$ cat src/rtl/imm_narrower_16in_12out_pkg.sv
// Shared processor constants for immediate-field narrowing and the
// occupancy encoding of the 2-entry output buffer.
package imm_narrower_16in_12out_pkg;

    localparam int WORD_W  = 16;
    localparam int IMM12_W = 12;

    localparam logic [IMM12_W-1:0] IMM12_MAX = 12'h7FF;
    localparam logic [IMM12_W-1:0] IMM12_MIN = 12'h800;

    localparam logic [1:0] FIFO_EMPTY = 2'd0;
    localparam logic [1:0] FIFO_ONE   = 2'd1;
    localparam logic [1:0] FIFO_FULL  = 2'd2;

endpackage

$ cat src/rtl/imm_narrower_16in_12out_narrow_fifo2.sv
// Generic 2-entry register FIFO, valid/ready on both sides. All outputs come
// straight from flops, so out_ready never reaches in_ready combinationally.
module narrow_fifo2
    import imm_narrower_16in_12out_pkg::*;
#(
    parameter int W = 13
) (
    input  logic         clk,
    input  logic         reset,
    input  logic         in_valid,
    input  logic [W-1:0] in_data,
    output logic         in_ready,
    output logic         out_valid,
    output logic [W-1:0] out_data,
    input  logic         out_ready
);

    logic [1:0]   state;
    logic [W-1:0] head;
    logic [W-1:0] tail;
    logic         accept;
    logic         pop;

    assign in_ready  = (state != FIFO_FULL);
    assign out_valid = (state != FIFO_EMPTY);
    assign out_data  = head;
    assign accept    = in_valid && in_ready;
    assign pop       = out_valid && out_ready;

    always_ff @(posedge clk) begin
        if (reset) begin
            state <= FIFO_EMPTY;
            head  <= '0;
            tail  <= '0;
        end else begin
            case (state)
                FIFO_EMPTY: begin
                    if (accept) begin
                        head  <= in_data;
                        state <= FIFO_ONE;
                    end
                end
                FIFO_ONE: begin
                    if (accept && pop) begin
                        head <= in_data;
                    end else if (accept) begin
                        tail  <= in_data;
                        state <= FIFO_FULL;
                    end else if (pop) begin
                        state <= FIFO_EMPTY;
                    end
                end
                FIFO_FULL: begin
                    if (pop) begin
                        head  <= tail;
                        state <= FIFO_ONE;
                    end
                end
                default: state <= FIFO_EMPTY;
            endcase
        end
    end

endmodule

$ cat src/rtl/imm_narrower_16in_12out.sv
// Narrows signed datapath words into signed immediate fields with saturate or
// wrap on overflow, buffers {result, ovf} pairs, and keeps overflow statistics.
module imm_narrower_16in_12out
    import imm_narrower_16in_12out_pkg::*;
#(
    parameter int IN_W  = WORD_W,
    parameter int OUT_W = IMM12_W,
    parameter int CNT_W = 8
) (
    input  logic             clk,
    input  logic             reset,
    input  logic             in_valid,
    input  logic [IN_W-1:0]  in_data,
    output logic             in_ready,
    input  logic             sat_en,
    output logic             out_valid,
    output logic [OUT_W-1:0] out_data,
    output logic             out_ovf,
    input  logic             out_ready,
    input  logic             clear_stats,
    output logic             sticky_ovf,
    output logic [CNT_W-1:0] ovf_count
);

    // Representable iff every bit from the sign down to the output sign bit agrees.
    localparam int HI_W = IN_W - OUT_W + 1;

    localparam logic [OUT_W-1:0] SAT_MAX = {1'b0, {(OUT_W-1){1'b1}}};
    localparam logic [OUT_W-1:0] SAT_MIN = {1'b1, {(OUT_W-1){1'b0}}};

    logic [HI_W-1:0]  hi_bits;
    logic             ovf;
    logic [OUT_W-1:0] result;
    logic             accept;

    assign hi_bits = in_data[IN_W-1:OUT_W-1];
    assign ovf     = !((hi_bits == '0) || (hi_bits == '1));
    assign accept  = in_valid && in_ready;

    always_comb begin
        result = in_data[OUT_W-1:0];
        if (ovf && sat_en)
            result = in_data[IN_W-1] ? SAT_MIN : SAT_MAX;
    end

    narrow_fifo2 #(.W(OUT_W + 1)) u_fifo (
        .clk       (clk),
        .reset     (reset),
        .in_valid  (in_valid),
        .in_data   ({result, ovf}),
        .in_ready  (in_ready),
        .out_valid (out_valid),
        .out_data  ({out_data, out_ovf}),
        .out_ready (out_ready)
    );

    // clear_stats wins over a same-cycle overflowing accept.
    always_ff @(posedge clk) begin
        if (reset || clear_stats) begin
            sticky_ovf <= 1'b0;
            ovf_count  <= '0;
        end else if (accept && ovf) begin
            sticky_ovf <= 1'b1;
            if (ovf_count != '1)
                ovf_count <= ovf_count + 1'b1;
        end
    end

endmodule

$ cat config.mk
export PLATFORM = sky130hd
export DESIGN_NAME = imm_narrower_16in_12out
export DESIGN_NICKNAME = d
export VERILOG_FILES = /design/src/rtl/imm_narrower_16in_12out_pkg.sv /design/src/rtl/imm_narrower_16in_12out_narrow_fifo2.sv /design/src/rtl/imm_narrower_16in_12out.sv
export SDC_FILE = /design/constraint.sdc
export NUM_CORES = 1
export LEC_CHECK = 0
export BUFFER_PORTS_ARGS = -buffer_cell sky130_fd_sc_hd__buf_2
export CAP_MARGIN = 40
export CORE_MARGIN = 4
export CORE_UTILIZATION = 35
export CTS_BUF_LIST = sky130_fd_sc_hd__clkbuf_8
export CTS_CLUSTER_SIZE = 24
export DETAILED_ROUTE_END_ITERATION = 8
export SYNTH_ARGS = -nofsm -noshare
export SYNTH_HDL_FRONTEND = slang
export SYNTH_SLANG_ARGS = --single-unit
$ cat constraint.sdc
create_clock -name clk -period 4 [get_ports clk]
set_input_delay 0.4 -clock clk [delete_from_list [all_inputs] [get_ports clk]]
set_output_delay 0.4 -clock clk [all_outputs]
set_load 0.02 [all_outputs]
[After elaboration in Yosys (flattened, before gate mapping)]
Cells that the tools add are included.
Word-level totals
  bits in registers: 37
  output and inout port bits: 24
  word-level logic and storage cells: 45
Cells by class
  bitwise gates (word level): 1
  equal/unequal tests: 10
  reduce and logical (&&, ||, !) cells: 16
  multiplexer cells: 12
  add/subtract/negate cells: 1
Operators with widths (count)
  13-bit two-way mux: 3
  13-bit one-hot mux with 3 select lines: 1
  12-bit two-way mux: 2
  2-bit two-way mux: 5
  8-bit by 1-bit adder with 8-bit output (second input constant): 1
  8-bit != test (second input constant): 1
  4-bit AND reduction: 2
  2-bit != test (second input constant): 3
  2-bit one-hot mux with 3 select lines: 1
  5-bit equality test (second input constant): 1
  1-bit logical AND: 5
  5-bit zero test: 1
  2-bit by 1-bit != test with 1-bit output (second input constant): 2
  3-bit by 2-bit != test with 1-bit output (second input constant): 1
  3-bit AND reduction: 1
  3-bit nonzero test: 1
  2-bit by 1-bit equality test with 1-bit output (second input constant): 1
  2-bit equality test (second input constant): 1
  2-bit zero test: 1
  1-bit logical OR: 2
  2-bit AND reduction: 1
  2-bit nonzero test: 1
  1-bit zero test: 1
  1-bit NOT: 1

[Longest topological paths before layout]
Gate-level depths: netlist (run 1).
  depth in word-level cells: 7
  depth in mapped cells: 7
  depth with buffers taken out: 5

[Modules after synthesis]
A second synthesis (run 1) with hierarchy kept.
Second synthesis, totals
  cells, all modules: 206
  area total of the unflattened synthesis: 1970.6 µm²
Modules (own cells, without submodules)
  narrow_fifo2: times used 1, area an instance 1341.3 µm², sequential area each 560.5 µm², cells each 134
  imm_narrower_16in_12out: times used 1, area an instance 629.4 µm², sequential area each 180.2 µm², cells each 72

[Worst setup path after synthesis (run 1)]
OpenSTA, ideal clock, no wires.
  path kind: input to register
  start point: input in_data[11]
  end point: register ovf_count[1]
  arrival: 1696 ps
  setup slack: 2188 ps
  library setup time: 116 ps
  stages: 5
  cells stage by stage: or4_4 -> mux2i_1 -> buf_4 -> nor2_1 -> a31o_2
Between the ends
  longest elaborated chain between the ends: 5
  elaborated cells between the ends (all ways): 6
  classes of those cells: 1 x eq/ne; 5 x reduce/logical
RTL lines
  start: declaration: RTL line imm_narrower_16in_12out.sv:13  | input logic [IN_W-1:0] in_data,
  5-bit equality test or 5-bit zero test (tied branches): RTL line imm_narrower_16in_12out.sv:37  | assign ovf = !((hi_bits == '0) || (hi_bits == '1));
  1-bit logical OR (*): RTL line imm_narrower_16in_12out.sv:37
  1-bit zero test (*): RTL line imm_narrower_16in_12out.sv:37
  1-bit logical AND (*): RTL line imm_narrower_16in_12out.sv:62  | end else if (accept && ovf) begin
  2-bit AND reduction (no source line) (*)
  end signal: assignment: RTL line imm_narrower_16in_12out.sv:65  | ovf_count <= ovf_count + 1'b1;
  end: declaration: RTL line imm_narrower_16in_12out.sv:22  | output logic [CNT_W-1:0] ovf_count
Every way passes the cells marked *; elsewhere a longest branch is shown, timed or not.
A chain may end at the register's enable or synchronous reset.

[Final worst setup path (run 1)]
  start point: register u_fifo.state[0]
  end point: register u_fifo.tail[8]
Between the ends
  longest elaborated chain between the ends: 5
  elaborated cells between the ends (all ways): 8
  classes of those cells: 2 x eq/ne; 1 x bitwise; 5 x reduce/logical
RTL lines
  start: declaration: RTL line imm_narrower_16in_12out_narrow_fifo2.sv:18  | logic [1:0] state;
  start signal: assignment: RTL line imm_narrower_16in_12out_narrow_fifo2.sv:32  | state <= FIFO_EMPTY;
  start signal: assignment: RTL line imm_narrower_16in_12out_narrow_fifo2.sv:40  | state <= FIFO_ONE;
  start signal: assignment: RTL line imm_narrower_16in_12out_narrow_fifo2.sv:48  | state <= FIFO_FULL;
  2-bit != test or 2-bit nonzero test (tied branches): RTL line imm_narrower_16in_12out_narrow_fifo2.sv:24, imm_narrower_16in_12out_narrow_fifo2.sv:25
  1-bit logical AND, on equally long branches: RTL line imm_narrower_16in_12out_narrow_fifo2.sv:27, imm_narrower_16in_12out_narrow_fifo2.sv:28
  1-bit logical AND: RTL line imm_narrower_16in_12out_narrow_fifo2.sv:44  | if (accept && pop) begin
  1-bit NOT (no source line)
  3-bit AND reduction (no source line) (*)
  end signal: assignment: RTL line imm_narrower_16in_12out_narrow_fifo2.sv:47  | tail <= in_data;
  end: declaration: RTL line imm_narrower_16in_12out_narrow_fifo2.sv:20  | logic [W-1:0] tail;
Marks and branches as above.

==> results of run 1 <==
-- logic make-up after synthesis --
| group | Yosys count | synth area share, % |
|---|---|---|
| and+or+nand+nor | 38 | 13.2 |
| muxes | 7 | 4.48 |
| adders and majority gates | 1 | 0.747 |
| DFF | 37 | 44.2 |
| AOI/OAI and AO/OA | 73 | 31.1 |
| buffers and inverters | 15 | 6.20 |
-- worst max-delay path: cells and delay by family, from the launching register on --
family	cells	cell delay, ns
AND/OR/NAND/NOR	1	0.69
AO/OA/AOI/OAI	2	0.97
flip-flops	1	0.45
-- through the flow --
step | hold WS [ns] | power (mW)
floorplan | 0.455 | 0.477
global placement | 0.448 | 0.516
detailed placement | 0.443 | 0.517
CTS | 0.331 | 0.802
global route | 0.327 | 0.831
finish | 0.331 | 0.792
-- per-layer routing --
metal,share of wire [%],global-route usage [%]
met5,0,0
met4,0.36,3.20
met3,6.3,4.45
met2,44,21.5
met1,49,18.2
-- flip-flops by register name, summed over array words and instances (netlist names) --
name             cells
ovf_count            8
sticky_ovf           1
u_fifo.out_data     13
u_fifo.state         2
u_fifo.tail         13
-- cells in the final DEF, fill, tap and decap left out, drive strengths merged, types with 2 or more instances in the layout --
cell type	n
or4	6
nor3	2
clkbuf	7
nand2	3
o22ai	11
o21ai	4
mux2i	6
nor2b	2
dfxtp	37
a211oi	2
a21oi	21
or2	2
nor2	10
nand3	2
or3	2
inv	2
nand4	2
o2bb2ai	22
o31ai	5
buf	48
-- worst max path at each step --
| stage | end | slack (ns) | depth (start not counted) |
|---|---|---|---|
| after global routing | u_fifo.tail[5] | 1.64 | 3 |
| final | u_fifo.tail[8] | 1.82 | 3 |
| after CTS | u_fifo.tail[8] | 1.88 | 3 |
| after global placement | ovf_count[1] | 1.70 | 5 |
| after detailed placement | u_fifo.tail[8] | 1.74 | 4 |
| after floorplan | ovf_count[1] | 2.19 | 5 |
-- final cells by class --
| class | instances | share of cell area (%) |
|---|---|---|
| clock buffers | 7 | 4.84 |
| flip-flops and latches | 37 | 37.2 |
| clock inverters | 1 | 0.251 |
| multi-input cells | 119 | 41.6 |
| well taps | 52 | 3.27 |
| inverters | 2 | 0.377 |
| repair buffers | 48 | 12.4 |
-- power groups by stage --
stage | Sequential (mW) | Clock, mW | Combinational (mW)
2_1_floorplan | 0.421 | 0 | 0.0554
3_3_place_gp | 0.406 | 0 | 0.110
3_5_place_dp | 0.406 | 0 | 0.112
4_1_cts | 0.397 | 0.292 | 0.112
5_1_grt | 0.400 | 0.308 | 0.123
6_report | 0.397 | 0.284 | 0.111
==> summary.txt, run 1 <==
Run status
  • Status: finished, final reports clean

Pwr
  • Pwr per Cell Area: 398 nW/µm²
  • VDD IR-drop max: around 0.18 mV
  • Sequential Power Share: roughly 50%
  • Switching pwr: 208 µW
  • Net Sw Frac: between 20% and 30%
  • Leak Pwr: 0.807 nW
  • P_int: ~580 µW
  • Clock share of power: 35.8%
  • Comb power frac: 14.0%

Critical path
  • Critical path, cell by cell: nand4bb_1, a211oi_4, o2bb2ai_1
  • CP Class: register to register
  • CP Data Arrival Time: 2.39 ns
  • Worst setup EP type: register
  • Worst reg2reg setup slack: 1.82 ns
  • Worst setup SP type: register
  • RR Endpoint: u_fifo.tail[8]
  • FF-to-FF path depth: 3
  • Worst r2r src: u_fifo.state[0]
  • Max FO, Critical Path: 16
  • Max stage delay on crit path: 0.79 ns
  • Crit path max-delay cell type: a211oi_4
  • CP required: 4.21 ns
  • Setup crit start: u_fifo.state[0]

STA
  • Peak Freq: 459 MHz
  • TNS Setup: 0 ns
  • Final period util: 54.5%
  • Fin crit period: around 2.2 ns
  • Final setup fails: 0
  • Slew margin rel.: 45.5%
  • Setup WS post-layout: 1.82 ns
  • Worst Skew: 0.00447 ns
  • Max Slew Vio Count: 0
  • RSZ-0062 raised after global routing: no
  • Worst Max-Slew Pin Slew: a little over 0.8 ns
  • Final hold vios: 0

Cells and area
  • Nets: 236
  • Core Util, Final: 44.2%
  • Fill count: 461
  • Seq. cell area: 741 µm²
  • Area of the multi-input gates: between 800 and 900 µm²
  • Layout cells sized above 1: ~29%
  • Final Cell Area: 1990 µm²
  • Fin cells: between 200 and 300
  • ANT cells: 0
  • Syn-to-layout area delta: 19.0%

Clocking
  • CTS H-tree depth: 2
  • Max Root-Sink Buffers: 2
  • Clock latency at the later pin of the worst-skew pair: 0.28 ns
  • Clock sinks: 37
  • Root Driver: clkbuf_8
  • Total CTS buffers: 5
  • Register clock-pin slew on the reported worst setup and hold paths: 0.07 ns
  • # hold bufs at CTS: 0
  • Post-CTS Resized: 0
  • CTS tree: done
  • # Post-CTS Setup Buffers: 0

Drt
  • DR iter-0 viols: 83
  • Final antenna-violating net count: 0
  • DR WL/cell: 15.5 µm
  • Vias: 1512
  • TritonRoute pass-1 iters: 4
  • Detail-routed via count per cell: between 5 and 6
  • Post-route DRC: 0
  • Wirelength, routed: roughly 4.1 mm

Logic synthesis
  • Net Count, Synth: 194
  • Mapped cell area: about 1700 µm²
  • Syn Area/Cell: 9.79 µm²
  • Most instantiated cells after synthesis: dfxtp_1 (37), o2bb2ai_1 (22), a21oi_1 (21), o22ai_1 (11), nor2_1 (10)
  • Unique masters post-synth: 44
  • Synthesis Warnings: 0
  • FF+latch count, synth: 37
  • Count leader, synth: dfxtp_1
  • Synth top area share: 44.2%
  • Ys async rst share: 0%
  • Synth area leader: dfxtp_1
  • Main area contributors after synthesis: dfxtp_1 (44%), o2bb2ai_1 (12%), a21oi_1 (6.3%), o22ai_1 (4.1%), mux2i_1 (3.6%)
  • EDFF count, synth: 0
  • Syn Inst Count: 171
  • Predominant post-synthesis flop cell: dfxtp_1
  • Register area share after synthesis: 44.2%

Place
  • DP HPWL: 2.87 mm
  • Dpl cells: 258
  • Worst slack at placement: approximately 1.7 ns
  • RePlAce Congestion: 0.755
  • DP Area: 1890 µm²
  • PortBufs: 45

Floorplan
  • Die area: 5950 µm²
  • Rows: 24
  • Num ports: 46
  • Core box area: 4500 µm²
  • Initial core utilization: 37.2%
  • Die width: approximately 77 µm
  • Die H: approximately 77 µm

Global route
  • Initial antenna violation count: 0
  • Vias in the first global route: between 1000 and 1500
  • Pin count of the biggest net entering global routing: 23
  • GR Overflow Total: 0
  • Global-route wire length before repair: 6.71 mm
  • Tot GR Track Use: 13.7%

Hold path
  • HP Class: input port to register
  • Hold Path Depth: 2
  • Hold_sp: in_data[0]
  • Endpoint of the worst hold path: u_fifo.tail[1]

Job
  • MaxCap Viol Count: 0
Power figures use the tool's default switching activity.
==> inputs of run 2 (changes only) <==
==> constraint.sdc (replaced) <==
create_clock -name clk -period 2.09 [get_ports clk]
set_input_delay 0.209 -clock clk [delete_from_list [all_inputs] [get_ports clk]]
set_output_delay 0.209 -clock clk [all_outputs]
set_load 0.02 [all_outputs]
==> run 2 against run 1 <==
Utilization grew 1.7 points. Die area unchanged. Sequential power increased by 92%. Critical endpoint is now ovf_count[6]. Via count fell by 2.0%. Combinational power is 96% higher. Flip-flop and latch count stayed put. Design area increased by 3.8%. Register-to-register slack got worse by 1.5 ns. Total power is 120% higher. Cell count is 1.5% higher. Hold slack lost 0.19 ns. Count of clock-buffer cells in the layout fell by 2.
==> summary.txt, run 2 (same netlist as run 1, synthesis figures left out) <==
Run status
  • Status: finished, final reports clean

STA
  • Final period util: 86.8% (+32 points)
  • Slew margin rel.: 48.0% (+2.5 points)
  • Peak Freq: 551 MHz (+20%)
  • Max Slew Vio Count: 0 (unchanged)
  • Final hold vios: 0 (unchanged)
  • TNS Setup: 0 ns (unchanged)
  • Fin crit period: 1.81 ns (-0.367 ns)
  • Worst Skew: 0.00593 ns (+0.00146 ns)
  • Worst Max-Slew Pin Slew: 0.772 ns (-0.0409 ns)
  • RSZ-0062 raised after global routing: no
  • Final setup fails: 0 (unchanged)

Clocking
  • Clock latency at the later pin of the worst-skew pair: 0.29 ns (about the same)
  • # Post-CTS Setup Buffers: 0 (unchanged)
  • Post-CTS Resized: 0 (unchanged)
  • CTS tree: done
  • Total CTS buffers: 5 (unchanged)
  • Clock sinks: 37 (unchanged)
  • CTS H-tree depth: 2 (unchanged)
  • Max Root-Sink Buffers: 2 (unchanged)
  • Root Driver: clkbuf_8
  • # hold bufs at CTS: 0 (unchanged)
  • Register clock-pin slew on the reported worst setup and hold paths: 0.08 ns (about the same)

Global route
  • GR Overflow Total: 0 (unchanged)
  • Vias in the first global route: 1375 (-3.5%)
  • Tot GR Track Use: 14.5% (+0.78 points)
  • Initial antenna violation count: 0 (unchanged)
  • Pin count of the biggest net entering global routing: 23 (unchanged)
  • Global-route wire length before repair: 6.89 mm (+2.7%)

Cells and area
  • Most common cell after layout, fill and taps aside: buf_2
  • Area of the multi-input gates: 830 µm² (unchanged)
  • Syn-to-layout area delta: 23.5%
  • Nets: 240 (+1.7%)
  • Core Util, Final: 45.9% (+1.7 points)
  • ANT cells: 0 (unchanged)
  • Layout cells sized above 1: 30.7% (+1.3 points)
  • Fill count: 463 (+0.43%)
  • Seq. cell area: 741 µm² (unchanged)
  • Final Cell Area: 2070 µm² (+3.8%)
  • Highest-count cells in the layout ignoring fill and taps: buf_2 (45), dfxtp_1 (37), o2bb2ai_1 (22)

Hold path
  • Hold_sp: in_data[0]
  • HP Class: input port to register
  • Hold Path Depth: 2 (unchanged)

Drt
  • Vias: 1482 (-2.0%)
  • Post-route DRC: 0 (unchanged)
  • TritonRoute pass-1 iters: 4 (unchanged)
  • DR WL/cell: 15.4 µm (-1.1%)
  • Detail-routed via count per cell: 5.49 (-3.4%)
  • Wirelength, routed: 4.15 mm (+0.34%)
  • Final antenna-violating net count: 0 (unchanged)
  • DR iter-0 viols: 90 (+8.4%)

Place
  • DP Area: 1930 µm² (+2.3%)
  • PortBufs: 45 (unchanged)
  • RePlAce Congestion: 0.859 (+14%)
  • DP HPWL: 2.95 mm (+2.6%)

Pwr
  • Pwr per Cell Area: 830 nW/µm² (+110%)
  • Tot Pwr: 1.71 mW (+120%)
  • Sequential Power Share: 44.4% (-5.8 points)
  • Switching pwr: 415 µW (+100%)
  • Comb power frac: 12.7% (-1.3 points)
  • Net Sw Frac: 24.2% (-2.0 points)
  • P_int: 1.30 mW (+120%)
  • Leak Pwr: 0.842 nW (+4.3%)
  • Clock share of power: 42.9% (+7.1 points)
  • VDD IR-drop max: 0.325 mV (+85%)

Critical path
  • Crit path max-delay cell type: or4_1
  • Worst setup EP type: register
  • Worst setup SP type: register
  • CP required: 2.32 ns (-1.89 ns)
  • Max stage delay on crit path: 0.56 ns (-0.23 ns)
  • CP Class: register to register
  • Max FO, Critical Path: 10 (-6)
  • CP Data Arrival Time: 2.04 ns (-0.35 ns)
  • Critical path, cell by cell: nor2b_1, inv_2, o211ai_1, or4_1, a21oi_1
  • FF-to-FF path depth: 5 (+2)
  • Worst r2r src: u_fifo.state[0]
  • Setup crit start: u_fifo.state[0]

Floorplan
  • Core box area: 4500 µm² (unchanged)
  • Die H: 77.2 µm (unchanged)
  • Initial core utilization: 37.2% (unchanged)
  • Die width: 77.2 µm (unchanged)
  • Die area: 5950 µm² (unchanged)
  • Rows: 24 (unchanged)
  • Num ports: 46 (unchanged)

Job
  • MaxCap Viol Count: 0 (unchanged)
-- run 2: changes by cell type in the layout (fill, tap and decap cells not counted), sizes merged --
cell / delta
buf: +4
bufinv: +2
clkbuf: -2
-- run 2: path summary, 6_finish.rpt --
path | to | slack, ns
min reg2reg | u_fifo.out_data[9] | 0.46
max reg2reg | ovf_count[6] | 0.28
min | u_fifo.tail[1] | 0.14
max | ovf_count[6] | 0.28
-- run 2: area by class of cell --
| type | count | area share [%] |
|---|---|---|
| multi-input combinational | 119 | 40.1 |
| tap | 52 | 3.15 |
| clock buffer | 5 | 3.33 |
| clock inverter | 3 | 3.15 |
| timing repair buffer | 52 | 14.0 |
| sequential | 37 | 35.8 |
| inverter | 2 | 0.363 |
-- run 2: stage by stage --
step	std cells	hold WS [ns]	worst slack (ns)
5_1_grt	270	0.135	0.100
6_report	270	0.139	0.277
2_1_floorplan	171	0.288	0.447
4_1_cts	270	0.132	0.293
3_3_place_gp	262	0.429	0.267
3_5_place_dp	262	0.440	0.262
-- run 2: power groups by stage --
stage / sequential [mW] / clock, mW / combinational [mW]
detailed placement: 0.778 / 0 / 0.218
floorplan: 0.806 / 0 / 0.106
global route: 0.767 / 0.783 / 0.242
CTS: 0.762 / 0.751 / 0.220
finish: 0.762 / 0.735 / 0.218
global placement: 0.778 / 0 / 0.218
-- run 2: critical path, delay by kind of cell, from the launching register on --
kind	cells	cell delay (ns)
and+or+nand+nor	2	0.69
buffers and inverters	1	0.16
AOI/OAI and AO/OA	2	0.45
DFF	1	0.45
-- run 2: layer usage --
metal  wire [µm]  GRT usage (%)
met5           0              0
met4          52           5.34
met3         269           4.57
met2        1690           19.7
met1        2140           21.1
